`config.mk`:
```
export PLATFORM = sky130hd
export DESIGN_NAME = seq_mul32
export DESIGN_NICKNAME = d
export VERILOG_FILES = /design/src/rtl/seq_mul32.sv
export SDC_FILE = /design/constraint.sdc
export NUM_CORES = 1
export LEC_CHECK = 0
export ABC_CLOCK_PERIOD_IN_PS = 3300
export BUFFER_PORTS_ARGS = -buffer_cell sky130_fd_sc_hd__buf_2
export CAP_MARGIN = 10
export CORE_MARGIN = 5
export CORE_UTILIZATION = 55
export CTS_CLUSTER_SIZE = 8
export DETAILED_ROUTE_END_ITERATION = 8
export GPL_ROUTABILITY_DRIVEN = 0
export PLACE_DENSITY_LB_ADDON = 0.12
export SLEW_MARGIN = 40
export SYNTH_ARGS = -nofsm -noshare
export SYNTH_HDL_FRONTEND = slang
export SYNTH_SLANG_ARGS = --single-unit
```
`constraint.sdc`:
```
create_clock -name clk -period 3.3 [get_ports clk]
set_clock_uncertainty 0.2 [all_clocks]
set_input_delay 0.165 -clock clk [delete_from_list [all_inputs] [get_ports clk]]
set_output_delay 0.165 -clock clk [all_outputs]
set_load 0.05 [all_outputs]
```
`src/rtl/seq_mul32.sv`:
```
// seq_mul32: iterative shift-add 32x32 multiplier feeding the register-file write port.
// Optional macro MUL_SIGNED_EN adds an is_signed input for two's-complement operands.
module seq_mul32 #(
  parameter int WIDTH  = 32,
  parameter int ADDR_W = 5
) (
  input  logic              clk,
  input  logic              reset,
  input  logic              start,
  input  logic [WIDTH-1:0]  op_a,
  input  logic [WIDTH-1:0]  op_b,
  input  logic [ADDR_W-1:0] dest_reg,
`ifdef MUL_SIGNED_EN
  input  logic              is_signed,
`endif
  output logic              busy,
  output logic              done,
  output logic [WIDTH-1:0]  result_hi,
  output logic [WIDTH-1:0]  result_lo,
  output logic [WIDTH-1:0]  WriteData,
  output logic [ADDR_W-1:0] WriteReg,
  output logic              RegWrite
);

  localparam int CNT_W = (WIDTH > 1) ? $clog2(WIDTH) : 1;

  typedef enum logic [1:0] {
    S_IDLE,
    S_RUN,
    S_DONE
  } state_t;

  state_t state, state_nxt;

  logic [WIDTH-1:0]   mcand;
  logic [2*WIDTH-1:0] acc;
  logic [CNT_W-1:0]   cnt;
  logic               neg_q;

  logic               signed_op;
  logic               a_neg, b_neg;
  logic [WIDTH-1:0]   a_mag, b_mag;
  logic [WIDTH:0]     add_sum;
  logic [2*WIDTH-1:0] acc_shift;
  logic [2*WIDTH-1:0] prod_final;
  logic               start_go;
  logic               last_iter;

`ifdef MUL_SIGNED_EN
  assign signed_op = is_signed;
`else
  assign signed_op = 1'b0;
`endif

  // Magnitudes of the operands; the most negative value maps to 2^(WIDTH-1) unchanged.
  assign a_neg = signed_op & op_a[WIDTH-1];
  assign b_neg = signed_op & op_b[WIDTH-1];
  assign a_mag = a_neg ? (~op_a + 1'b1) : op_a;
  assign b_mag = b_neg ? (~op_b + 1'b1) : op_b;

  // The adder keeps its carry, so the shifted {carry,hi,lo} value never loses a bit.
  assign add_sum    = {1'b0, acc[2*WIDTH-1:WIDTH]} + (acc[0] ? {1'b0, mcand} : '0);
  assign acc_shift  = {add_sum, acc[WIDTH-1:1]};
  assign prod_final = neg_q ? (~acc_shift + 1'b1) : acc_shift;

  assign start_go  = (state == S_IDLE) && start;
  assign last_iter = (state == S_RUN) && (cnt == CNT_W'(WIDTH - 1));

  always_ff @(posedge clk) begin
    if (reset) state <= S_IDLE;
    else       state <= state_nxt;
  end

  // NOTE: every always_comb output is given a default first so no path leaves it unassigned (no latch).
  always_comb begin
    state_nxt = state;
    case (state)
      S_IDLE:  if (start_go)  state_nxt = S_RUN;
      S_RUN:   if (last_iter) state_nxt = S_DONE;
      S_DONE:  state_nxt = S_IDLE;
      default: state_nxt = S_IDLE;
    endcase
  end

  // NOTE: sequential state uses non-blocking assignments so all flops update from pre-edge values.
  always_ff @(posedge clk) begin
    if (reset) begin
      mcand     <= '0;
      acc       <= '0;
      cnt       <= '0;
      neg_q     <= 1'b0;
      busy      <= 1'b0;
      done      <= 1'b0;
      RegWrite  <= 1'b0;
      result_hi <= '0;
      result_lo <= '0;
      WriteData <= '0;
      WriteReg  <= '0;
    end else begin
      done     <= 1'b0;
      RegWrite <= 1'b0;
      case (state)
        S_IDLE: begin
          if (start_go) begin
            mcand    <= a_mag;
            acc      <= {{WIDTH{1'b0}}, b_mag};
            cnt      <= '0;
            neg_q    <= a_neg ^ b_neg;
            WriteReg <= dest_reg;
            busy     <= 1'b1;
          end
        end
        S_RUN: begin
          acc <= acc_shift;
          cnt <= cnt + CNT_W'(1);
          if (last_iter) begin
            result_hi <= prod_final[2*WIDTH-1:WIDTH];
            result_lo <= prod_final[WIDTH-1:0];
            WriteData <= prod_final[WIDTH-1:0];
            done      <= 1'b1;
            RegWrite  <= 1'b1;
          end
        end
        S_DONE: begin
          busy <= 1'b0;
        end
        default: begin
          busy <= 1'b0;
        end
      endcase
    end
  end

endmodule
```
=== Word-level counts from Yosys, hierarchy flattened ===
Cells that the tools add are included.

* Bits in latches: 0
* Output and inout bits: 104
* Bits in registers: 174
* Logic and storage cells: 37
* Input bits: 72
* ROM bits: 0
* Memories kept: 0
* Bits in writable memories: 0

* Muxes and demuxes: 11
* Reductions and logical operators: 10
* Add/sub/neg operators: 2
* Multiply operators: 0
* Shift operators: 0
* Divide/modulo/power cells: 0
* Equality and inequality tests: 4
* Magnitude comparators: 0
* Bitwise logic cells: 1

{| class="wikitable"
|+ Operator list
! kind !! number
|-
| one-hot mux 64 bit (2 select lines) || 1
|-
| 2-to-1 mux 64 bit || 1
|-
| adder 32 x 32 -> 33 bit || 1
|-
| 2-to-1 mux 32 bit || 1
|-
| one-hot mux 5 bit (2 select lines) || 1
|-
| AND reduction 2 bit || 5
|-
| adder 5 x 1 -> 5 bit, second input constant || 1
|-
| == test 5 bit, second input constant || 1
|-
| 2-to-1 mux 5 bit || 1
|-
| 2-to-1 mux 2 bit || 2
|-
| inequality test 2 bit, second input constant || 2
|-
| one-hot mux 2 bit (2 select lines) || 1
|-
| == test 2 x 1 -> 1 bit, second input constant || 1
|-
| logical AND 1 bit || 2
|-
| logical NOT 2 bit || 1
|-
| 2-to-1 mux 1 bit || 2
|-
| one-hot mux 1 bit (2 select lines) || 1
|-
| nonzero test 2 bit || 1
|-
| OR reduction 2 bit || 1
|-
| inverter 1 bit || 1
|}

=== Longest topological paths before layout ===
Gate-level depths: netlist of run 1.

* Depth in word-level cells: 4
* Depth in mapped cells: 13
* Mapped depth without buffers: 13

=== Least setup slack after synthesis of run 1 ===
OpenSTA, ideal clock, no wires.

* Path type: reg2reg
* From: register acc[0]
* To: register result_hi[27]
* Setup time: 0.132 ns
* Clock period less this slack: 3.052 ns
* Slack: 0.248 ns
* Arrival: 2.720 ns
* Required time: 2.968 ns
* Buffers on the path: 1
* Stages on the path, launching flop included: 13
* Path through: dfxtp_1 > clkbuf_1 > and2_1 > ha_1 > a21o_1 > a21o_1 > a21o_1 > a311o_1 > a221oi_4 > a21oi_2 > or3_1 > nand3_1 > a21oi_1

* Word-level cells in the longest chain between the ends: 2

{| class="wikitable"
|+ RTL lines
! element !! line !! text
|-
| start: declaration || 36 || <nowiki>logic [2*WIDTH-1:0] acc;</nowiki>
|-
| start signal: assignment || 106 || <nowiki>acc <= {{WIDTH{1'b0}}, b_mag};</nowiki>
|-
| start signal: assignment || 114 || <nowiki>acc <= acc_shift;</nowiki>
|-
| 2-to-1 mux 32 bit || 62 || <nowiki>assign add_sum = {1'b0, acc[2*WIDTH-1:WIDTH]} + (acc[0] ? {1'b0, mcand} : '0);</nowiki>
|-
| adder 32 x 32 -> 33 bit || 62 ||
|-
| end signal: assignment || 117 || <nowiki>result_hi <= prod_final[2*WIDTH-1:WIDTH];</nowiki>
|-
| end: declaration || 18 || <nowiki>output logic [WIDTH-1:0] result_hi,</nowiki>
|}

No other way between the ends.
A chain may end at the register's enable or synchronous reset.

=== Worst setup path after layout of run 1 ===
Ends and elaborated chain as after synthesis.

==> summary.txt, run 1 <==
Min Tclk post-route -> 3.18 ns
Reg2reg setup slack -> 0.12 ns
Clk_lat worst skew -> 0.43 ns
First-pass GRT wire length -> 37000 um
Port-buffer cells -> 175
Startpoint types -> flop
Worst min path class -> reg -> reg
Hold Vio Cnt, Final -> 0
Slowest stage delay, CP -> 0.41 ns
Critical path arrival -> 3.27 ns
Die area -> 0.0179 mm^2
Cell variety after synth -> 51
Row cnt -> 45
Worst Hold End -> result_hi[22]$_SDFFE_PP0P_
Worst-path clk slew -> 0.07 ns
Initial core utilization -> 55.8%
Layout cells sized above 1 -> 19.5%
TritonCTS Buffers -> 17
Die Ht -> 134 um
Synthesized-area fraction occupied by adder cells -> 5.29%
Placed Cells -> 1359
Buf/Inv on CP -> 1
Clock tree from TritonCTS -> done
Fin crit share -> 96.4%
Cells on worst reg2reg path -> 12
DR WL/cell -> 15.1 um
Compound-gate portion of the synthesized area -> 20.3%
Via count -> 8012
Detailed Place HPWL -> 14300 um
Die extent in x -> 134 um
Placed Area -> 0.00919 mm^2
CTS root buffer -> clkbuf_16
Routed Antenna Nets -> 0
Commonest non-fill, non-tap cell in the layout -> nand2_1
Xor and xnor area share after synthesis -> 2.91%
Detailed-route wire length -> 22200 um
Yosys warning total -> 0
Final cell count without fillers -> 1472
Vias per std cell -> 5.44
Post-layout total power -> 4.79 mW
CP most frequent cell -> a21o_1
IO Pins -> 176
Syn_area_per_cell -> 7.77 um^2
Max-slew headroom -> 52.5%
Synth Cell Area -> 0.00842 mm^2
P per Cell Area -> 448 mW/mm^2
Longest Clk Path Bufs -> 2
Largest family of logic cells by synthesized area -> simple AND/OR/NAND/NOR gates
Vias in the first global route -> 7542
Worst Path Required -> 3.39 ns
VDD IR max -> 0.371 mV
DR DRC count -> 0
Gate Count Post-Synth -> 1084
Clock sinks -> 174
Iter 0 DRT Violations -> 391
Worst r2r src -> acc[0]$_SDFFE_PP0P_
Post-synthesis mux area share -> 0.119%
Post-Synth Simple-Gate Area -> 23.1%
Worst-margin pin slew -> 0.710 ns
Synth Register Bits -> 174
Final setup viols -> 0
GR Util All Layers -> 24.7%
Ant. Diodes -> 0
Max_cap viols -> 0
Slew Limit Fails -> 0
Grt total ovfl -> 0
Core footprint -> 0.0151 mm^2
Max Fclk -> 314 MHz
Sequential fraction of the synthesis area -> 41.4%
Largest net degree at the start of global routing -> 88
Status -> finished clean
CP Class -> reg -> reg
Final instance area -> 0.0107 mm^2
Antenna violations before repair -> 0
Worst Path Max Fanout -> 31
RR Endpoint -> result_hi[27]$_SDFFE_PP0P_
Hold path startpoint -> result_hi[22]$_SDFFE_PP0P_
Pleak -> 4.84 nW
Delay-heaviest family, CP -> compound AO/OA/AOI/OAI gates
Max stage delay cell, worst path -> a311o_1
H-tree depth -> 4
Synthesized Nets -> 1191
Commonest non-fill, non-tap cells in the layout -> 284 x nand2_1, 174 x dfxtp_1, 174 x buf_2, 130 x a21oi_1, 80 x dlygate4sd3_1
CP endpoint kind -> flop
Hold Path Depth -> 2
DRT Pass-1 Iters -> 7
Critical path cell sequence -> buf_8 -> and2_1 -> ha_1 -> a21o_1 -> a21o_1 -> a21o_1 -> a311o_1 -> a221oi_4 -> a21oi_2 -> or3_1 -> nand3_1 -> a21oi_1
Unrepaired setup endpoints after global routing -> yes
Layout overhead on the synthesized area -> 27.1%
Nets -> 1378
==> power by group <==
part | internal, mW | switching, mW | total, mW
Combinational | 0.192 | 0.265 | 0.457
Sequential | 2.17 | 0.0494 | 2.22
Clock | 1.16 | 0.953 | 2.11
Total | 3.52 | 1.27 | 4.79
==> worst max path at each step <==
stage / startpoint / to / slack [ns] / cells past startpoint
2_1_floorplan: acc[0]$_SDFFE_PP0P_ / result_hi[27]$_SDFFE_PP0P_ / 0.25 / 12
3_3_place_gp: acc[0]$_SDFFE_PP0P_ / result_hi[30]$_SDFFE_PP0P_ / 0.02 / 13
3_5_place_dp: acc[0]$_SDFFE_PP0P_ / result_hi[30]$_SDFFE_PP0P_ / -0.09 / 13
4_1_cts: acc[0]$_SDFFE_PP0P_ / acc[61]$_SDFFE_PP0P_ / 0.02 / 12
5_1_grt: acc[0]$_SDFFE_PP0P_ / result_hi[27]$_SDFFE_PP0P_ / -0.07 / 12
6_report: acc[0]$_SDFFE_PP0P_ / result_hi[27]$_SDFFE_PP0P_ / 0.12 / 12
==> stage by stage <==
stage	hold WS [ns]	utilization [%]	setup TNS (ns)	setup WS [ns]
2_1_floorplan	0.101	-	0	0.248
3_3_place_gp	0.205	60.9	0	0.0238
3_5_place_dp	0.211	60.9	-0.161	-0.0939
4_1_cts	0.253	70.3	0	0.0152
5_1_grt	0.271	70.9	-0.122	-0.0678
6_report	0.252	70.9	0	0.120
==> worst register-to-register path, delay by kind of cell (launching register included) <==
kind / cells / cell delay (ns)
buffers and inverters: 1 / 0.19
DFF: 1 / 0.37
and+or+nand+nor: 3 / 0.63
AOI/OAI and AO/OA: 7 / 1.41
adders and majority gates: 1 / 0.24
==> cells by family after synthesis <==
family,Yosys count
simple gates,461
compound gates,264
flops,174
buf+inv,121
fa+ha+maj,35
xor+xnor,28
mux,1
==> cell type report <==
class	count	area (um^2)
Fill cell	1258	4390
Tap cell	188	235
Sequential cell	174	3480
Inverter	14	52.6
Timing Repair Buffer	275	1870
Clock inverter	15	191
Multi-Input combinational cell	789	4450
Clock buffer	17	425
==> flip-flops by register name, summed over array words and instances (netlist names) <==
signal and cells:
result_hi 32, mcand 32, cnt 5, state 2, busy 1, acc 64
WriteReg 5, RegWrite 1, WriteData 32
==> layer usage <==
layer	track usage, %	vias to the layer above	wire length, um
li1	-	4037	-
met1	33.0	3737	10300
met5	0	-	0
met4	7.83	0	371
met3	4.27	27	1010
met2	41.0	211	10500
==> cells in the mapped netlist, drive strengths merged <==
master | count | area (um^2)
nand2 | 285 | 1070
nor4 | 1 | 6.26
mux2i | 1 | 10.0
a21oi | 134 | 682
o21ai | 22 | 110
and2b | 1 | 7.51
xor2 | 13 | 114
inv | 14 | 52.6
o21bai | 4 | 30.0
o31ai | 3 | 22.5
xnor2 | 15 | 131
nor2 | 77 | 289
and2 | 33 | 206
o221ai | 1 | 8.76
a21o | 22 | 166
ha | 34 | 425
or4 | 1 | 7.51
nand3b | 2 | 15.0
and3 | 10 | 63.8
clkbuf | 68 | 255
a2111oi | 2 | 30.0
a31o | 1 | 8.76
a22o | 12 | 105
a32o | 1 | 10.0
a221oi | 2 | 35.0
o21a | 2 | 15.0
nor3 | 8 | 40.0
nand4 | 9 | 56.3
a311oi | 32 | 280
fa | 1 | 20.0
a211oi | 9 | 67.6
nand3 | 23 | 115
nand2b | 2 | 12.5
dfxtp | 174 | 3480
o41ai | 1 | 16.3
a311o | 2 | 20.0
a31oi | 8 | 50.1
o211ai | 4 | 30.0
nor2b | 5 | 31.3
buf | 39 | 272
o21ba | 1 | 10.0
a32oi | 1 | 8.76
or3 | 2 | 12.5
nor3b | 2 | 15.0
==> timing repair <==
item,CTS,global route
endpoints found under the hold margin,80,0
hold buffers,80,0
buffers inserted,0,1
setup endpoints to repair,2,25
gates resized for setup,2,13
pin swaps,0,3
gates cloned,0,0
(Power assumes the default switching activity.)
==> run 2, diff against run 1 <==
--- a/config.mk
+++ b/config.mk
@@ -9,7 +9,7 @@
 export BUFFER_PORTS_ARGS = -buffer_cell sky130_fd_sc_hd__buf_2
 export CAP_MARGIN = 10
 export CORE_MARGIN = 5
-export CORE_UTILIZATION = 55
+export CORE_UTILIZATION = 30
 export CTS_CLUSTER_SIZE = 8
 export DETAILED_ROUTE_END_ITERATION = 8
 export GPL_ROUTABILITY_DRIVEN = 0
==> summary.txt, run 2 (synthesis gave the netlist of run 1 again) <==
Status -> finished clean
Worst min path class -> reg -> reg
Max reg flops -> 64 (unchanged)
Detailed-route wire length -> 25400 um (+14%)
Layout cells sized above 1 -> 20.6% (+1.0 points)
Max-slew headroom -> 56.7% (+4.2 points)
Min Tclk post-route -> 3.15 ns (-0.0310 ns)
Hold Vio Cnt, Final -> 0 (unchanged)
Clk pwr share -> 43.9% (-0.2 points)
Clock tree from TritonCTS -> done
Final instance area -> 0.0111 mm^2 (+3.4%)
Clk_lat worst skew -> 0.44 ns (about the same)
Die extent in x -> 178 um (+33%)
DRT Pass-1 Iters -> 4 (-3)
IO Pins -> 176 (unchanged)
CP endpoint kind -> flop
Die area -> 0.0315 mm^2 (+76%)
Setup ws final -> 0.151 ns (+0.0310 ns)
Fin crit share -> 95.4% (-0.94 points)
Row cnt -> 61 (+36%)
Final cell count without fillers -> 1677 (+14%)
Final setup viols -> 0 (unchanged)
Sw Share -> 28.0% (+1.6 points)
Layout overhead on the synthesized area -> 31.4%
Internal -> 3.48 mW (-1.2%)
DR DRC count -> 0 (unchanged)
Most flop-heavy register -> acc
Fillers -> 2995 (+140%)
Switch Pwr -> 1.36 mW (+7.0%)
Antenna violations before repair -> 0 (unchanged)
Longest Clk Path Bufs -> 2 (unchanged)
Ant. Diodes -> 0 (unchanged)
DR WL/cell -> 15.1 um (+0.33%)
Clock sinks -> 174 (unchanged)
H-tree depth -> 4 (unchanged)
WHS -> 0.253 ns (+0.00123 ns)
CP most frequent cell -> a21o_1
Max Fclk -> 318 MHz (+0.98%)
Post-Place Setup Slack -> -0.0163 ns (+0.0776 ns)
VDD IR max -> 0.271 mV (-27%)
Iter 0 DRT Violations -> 449 (+15%)
Nets -> 1393 (+1.1%)
Critical path cell sequence -> buf_12 -> and2_1 -> ha_1 -> a21o_1 -> a21o_1 -> a21o_1 -> a311o_1 -> a221oi_4 -> a21oi_2 -> or3_4 -> nand3_1 -> a21oi_2
GR Util All Layers -> 15.9% (-8.9 points)
Startpoint types -> flop
Via count -> 7898 (-1.4%)
Commonest non-fill, non-tap cell in the layout -> nand2_1
Die Ht -> 178 um (+33%)
Worst-path clk slew -> 0.07 ns (about the same)
CTS root buffer -> clkbuf_16
Placed Area -> 0.00949 mm^2 (+3.2%)
Combinational share of power -> 10.1% (+0.6 points)
Initial core utilization -> 30.3% (-25 points)
P per Cell Area -> 437 mW/mm^2 (-2.4%)
CP Class -> reg -> reg
Sequential Power Share -> 45.9% (-0.5 points)
TritonCTS Buffers -> 17 (unchanged)
Slowest stage delay, CP -> 0.41 ns (about the same)
Pleak -> 4.87 nW (+0.55%)
Port-buffer cells -> 175 (unchanged)
Max_cap viols -> 0 (unchanged)
Critical path arrival -> 3.26 ns (about the same)
Worst-margin pin slew -> 0.650 ns (-0.0605 ns)
Vias per std cell -> 4.71 (-13%)
Largest net degree at the start of global routing -> 55 (-38%)
Detailed Place HPWL -> 17200 um (+20%)
Worst Path Required -> 3.41 ns (+0.02 ns)
Slew Limit Fails -> 0 (unchanged)
Routed Antenna Nets -> 0 (unchanged)
Max stage delay cell, worst path -> a311o_1
Vias in the first global route -> 7758 (+2.9%)
Grt total ovfl -> 0 (unchanged)
Commonest non-fill, non-tap cells in the layout -> 284 x nand2_1, 174 x buf_2, 173 x dfxtp_1, 128 x a21oi_1, 87 x dlygate4sd3_1
Placed Cells -> 1557 (+15%)
First-pass GRT wire length -> 40300 um (+9.1%)
Worst Path Max Fanout -> 31 (unchanged)
Core footprint -> 0.0278 mm^2 (+84%)
## run 2: changes by cell type in the layout (fill, tap and decap cells not counted), moves of 2 or more
cell,change
inv_6,-3
clkinv_8,+3
a21oi_2,+2
dlygate4sd3_1,+7
buf_4,+10
a21oi_1,-2
## run 2: power by group through the flow
stage | Combinational [mW] | Clock [mW] | Sequential [mW]
after global placement | 0.402 | 0 | 2.27
after global routing | 0.548 | 2.27 | 2.23
final | 0.490 | 2.12 | 2.22
after CTS | 0.495 | 2.19 | 2.22
after floorplan | 0.242 | 0 | 2.27
after detailed placement | 0.404 | 0 | 2.27
## run 2: layer usage
layer  part of all wire [%]  up-vias  global-route usage [%]
li1                       -     4068                       -
met1                     48     3672                    20.8
met2                     47      141                    27.1
met3                    3.8       17                    2.51
met4                    1.2        0                    4.32
met5                      0        -                       0
## run 2: worst max-delay path: cells and delay by family (launching register included)
| kind | cells | cell delay [ns] |
|---|---|---|
| flops | 1 | 0.34 |
| fa+ha+maj | 1 | 0.29 |
| simple gates | 3 | 0.62 |
| buf+inv | 1 | 0.16 |
| compound gates | 7 | 1.40 |
## run 2: through the flow
step / utilization [%] / power (mW) / TNS, ns
6_report: 39.8 / 4.84 / 0
5_1_grt: 39.8 / 5.05 / -0.0397
4_1_cts: 39.5 / 4.90 / 0
3_5_place_dp: 34.1 / 2.67 / -0.0163
3_3_place_gp: 34.1 / 2.67 / 0
2_1_floorplan: - / 2.51 / 0
## run 2: worst paths after layout
check | startpoint | end | slack [ns] | depth (start not counted)
worst max-delay path | acc[0]$_SDFFE_PP0P_ | result_hi[27]$_SDFFE_PP0P_ | 0.15 | 12
worst min-delay path | acc[59]$_SDFFE_PP0P_ | acc[59]$_SDFFE_PP0P_ | 0.25 | 2
worst max register to register | acc[0]$_SDFFE_PP0P_ | result_hi[27]$_SDFFE_PP0P_ | 0.15 | 12
worst min register to register | acc[59]$_SDFFE_PP0P_ | acc[59]$_SDFFE_PP0P_ | 0.25 | 2
## run 2: what timing repair did
action	in CTS	in global routing
hold buffers	87	0
endpoints found under the setup margin	2	20
pin swaps	0	8
buffers inserted	0	1
resized for setup	1	18
endpoints found under the hold margin	78	0
## run 2: cell type report
cell class                      count  area (um^2)  share of cell area [%]
Clock buffer                       17          425                    3.85
Clock inverter                     15          191                    1.73
Inverter                           14         52.6                   0.475
Multi-Input combinational cell    789         4450                    40.2
Sequential cell                   174         3480                    31.5
Tap cell                          378          473                    4.28
Timing Repair Buffer              290         1980                    17.9
==> run 3, diff against run 2 <==
--- a/config.mk
+++ b/config.mk
@@ -8,6 +8,7 @@
 export ABC_CLOCK_PERIOD_IN_PS = 3300
 export BUFFER_PORTS_ARGS = -buffer_cell sky130_fd_sc_hd__buf_2
 export CAP_MARGIN = 10
+export CORE_ASPECT_RATIO = 0.6
 export CORE_MARGIN = 5
 export CORE_UTILIZATION = 30
 export CTS_CLUSTER_SIZE = 8
==> summary.txt, run 3 (synthesis gave the netlist of run 1 again) <==
Longest Clk Path Bufs -> 2 (unchanged)
Utilization after layout -> 40.0% (+0.23 points)
Pleak -> 4.90 nW (+0.58%)
Largest net degree at the start of global routing -> 63 (+15%)
GR Util All Layers -> 16.6% (+0.73 points)
Worst Path Max Fanout -> 25 (-19%)
Internal -> 3.57 mW (+2.6%)
Startpoint types -> flop
P per Cell Area -> 436 mW/mm^2 (-0.26%)
Critical path arrival -> 3.30 ns (+0.04 ns)
Initial core utilization -> 30.5% (+0.22 points)
Layout overhead on the synthesized area -> 31.2%
Sequential Power Share -> 46.2% (+0.3 points)
Status -> finished clean
Iter 0 DRT Violations -> 440 (-2.0%)
Max Fclk -> 314 MHz (-1.1%)
Fin crit share -> 96.5% (+1.1 points)
Worst Path Required -> 3.42 ns (about the same)
Via count -> 7952 (+0.68%)
Vias per std cell -> 4.77 (+1.3%)
IO Pins -> 176 (unchanged)
Multi-input gate area -> 0.00447 mm^2 (+0.48%)
H-tree depth -> 4 (unchanged)
Commonest non-fill, non-tap cell in the layout -> nand2_1
DR WL/cell -> 16.0 um (+5.9%)
Nets -> 1395 (+0.14%)
Combinational share of power -> 10.1% (about the same)
Clk_lat worst skew -> 0.45 ns (about the same)
DRT Pass-1 Iters -> 4 (unchanged)
Sw Share -> 25.9% (-2.2 points)
Commonest non-fill, non-tap cells in the layout -> 284 x nand2_1, 174 x buf_2, 173 x dfxtp_1, 129 x a21oi_1, 81 x dlygate4sd3_1
Fillers -> 2935 (-2.0%)
Clock tree from TritonCTS -> done
Max-slew headroom -> 52.9% (-3.8 points)
Hold Path Depth -> 2 (unchanged)
FF+latch area -> 0.00349 mm^2 (about the same)
Die area -> 0.0316 mm^2 (+0.35%)
Clock sinks -> 174 (unchanged)
Cells on worst reg2reg path -> 12 (unchanged)
Die Ht -> 140 um (-21%)
Layout cells sized above 1 -> 20.9% (+0.37 points)
Port-buffer cells -> 175 (unchanged)
CTS root buffer -> clkbuf_16
Unrepaired setup endpoints after global routing -> no
Slew Limit Fails -> 0 (unchanged)
Max_cap viols -> 0 (unchanged)
Antenna violations before repair -> 0 (unchanged)
Routed Antenna Nets -> 0 (unchanged)
Die extent in x -> 226 um (+27%)
Ant. Diodes -> 0 (unchanged)
WHS -> 0.249 ns (-0.00348 ns)
CP endpoint kind -> flop
Worst min path class -> reg -> reg
Row cnt -> 47 (-23%)
Worst-margin pin slew -> 0.707 ns (+0.0573 ns)
Max reg flops -> 64 (unchanged)
DR DRC count -> 0 (unchanged)
Vias in the first global route -> 7616 (-1.8%)
Final setup viols -> 0 (unchanged)
Detailed Place HPWL -> 18400 um (+7.4%)
CP Class -> reg -> reg
Detailed-route wire length -> 26700 um (+5.3%)
Clk pwr share -> 43.7% (-0.2 points)
Core footprint -> 0.0276 mm^2 (-0.72%)
First-pass GRT wire length -> 42000 um (+4.2%)
TritonCTS Buffers -> 17 (unchanged)
Min Tclk post-route -> 3.19 ns (+0.0364 ns)
VDD IR max -> 0.262 mV (-3.4%)
Grt total ovfl -> 0 (unchanged)
Most flop-heavy register -> acc
Worst-path clk slew -> 0.07 ns (about the same)
Switch Pwr -> 1.25 mW (-8.2%)
Hold Vio Cnt, Final -> 0 (unchanged)
## run 3: final cells by class
| type | instances | share of cell area (%) |
|---|---|---|
| multi-input combinational | 789 | 40.5 |
| sequential | 174 | 31.6 |
| timing repair buffer | 292 | 17.9 |
| tap | 367 | 4.16 |
| clock buffer | 19 | 3.92 |
| clock inverter | 12 | 1.46 |
| inverter | 14 | 0.476 |
## run 3: per-layer routing
| layer | GRT usage (%) | wire (um) | vias to the layer above |
|---|---|---|---|
| met3 | 2.69 | 912 | 19 |
| met4 | 4.90 | 368 | 0 |
| met2 | 23.5 | 10700 | 135 |
| li1 | - | - | 4074 |
| met1 | 25.6 | 14800 | 3724 |
| met5 | 0 | 0 | - |
## run 3: power groups by stage
stage,Combinational (mW),Sequential [mW],Clock [mW]
floorplan,0.242,2.27,0
global placement,0.411,2.27,0
detailed placement,0.411,2.27,0
CTS,0.489,2.22,2.17
global route,0.540,2.23,2.25
finish,0.487,2.22,2.11
## run 3: path summary, 6_finish.rpt
kind	end	startpoint	slack [ns]
max reg2reg	result_hi[27]$_SDFFE_PP0P_	acc[0]$_SDFFE_PP0P_	0.11
min	result_hi[11]$_SDFFE_PP0P_	result_hi[11]$_SDFFE_PP0P_	0.25
max	result_hi[27]$_SDFFE_PP0P_	acc[0]$_SDFFE_PP0P_	0.11
min reg2reg	result_hi[11]$_SDFFE_PP0P_	result_hi[11]$_SDFFE_PP0P_	0.25
## run 3: through the flow
step / setup WS (ns) / TNS (ns) / total power [mW] / cell area, um^2 / cells
global route: 0.00327 / 0 / 5.02 / 11000 / 1667
global placement: 0.0104 / 0 / 2.68 / 9520 / 1554
detailed placement: -0.0345 / -0.0600 / 2.68 / 9520 / 1554
finish: 0.114 / 0 / 4.82 / 11000 / 1667
CTS: 0.0170 / 0 / 4.89 / 10900 / 1666
floorplan: 0.248 / 0 / 2.51 / 8420 / 1084
## run 3: timing repair
item / CTS / global route
pin swaps: 0 / 8
resized for setup: 4 / 22
setup endpoints to repair: 5 / 28
hold buffers: 81 / 0
hold endpoints to repair: 75 / 0
setup buffers: 0 / 1
## run 3: worst max-delay path, stage by stage, from the launching register on
cell and delay [ns]:
dfxtp_4 0.36, buf_8 0.15, and2_1 0.15, ha_1 0.28, a21o_1 0.18, a21o_1 0.18, a21o_1 0.21, a311o_1 0.41
a221oi_4 0.29, a21oi_2 0.13, or3_4 0.35, nand3_2 0.08, a21oi_1 0.06
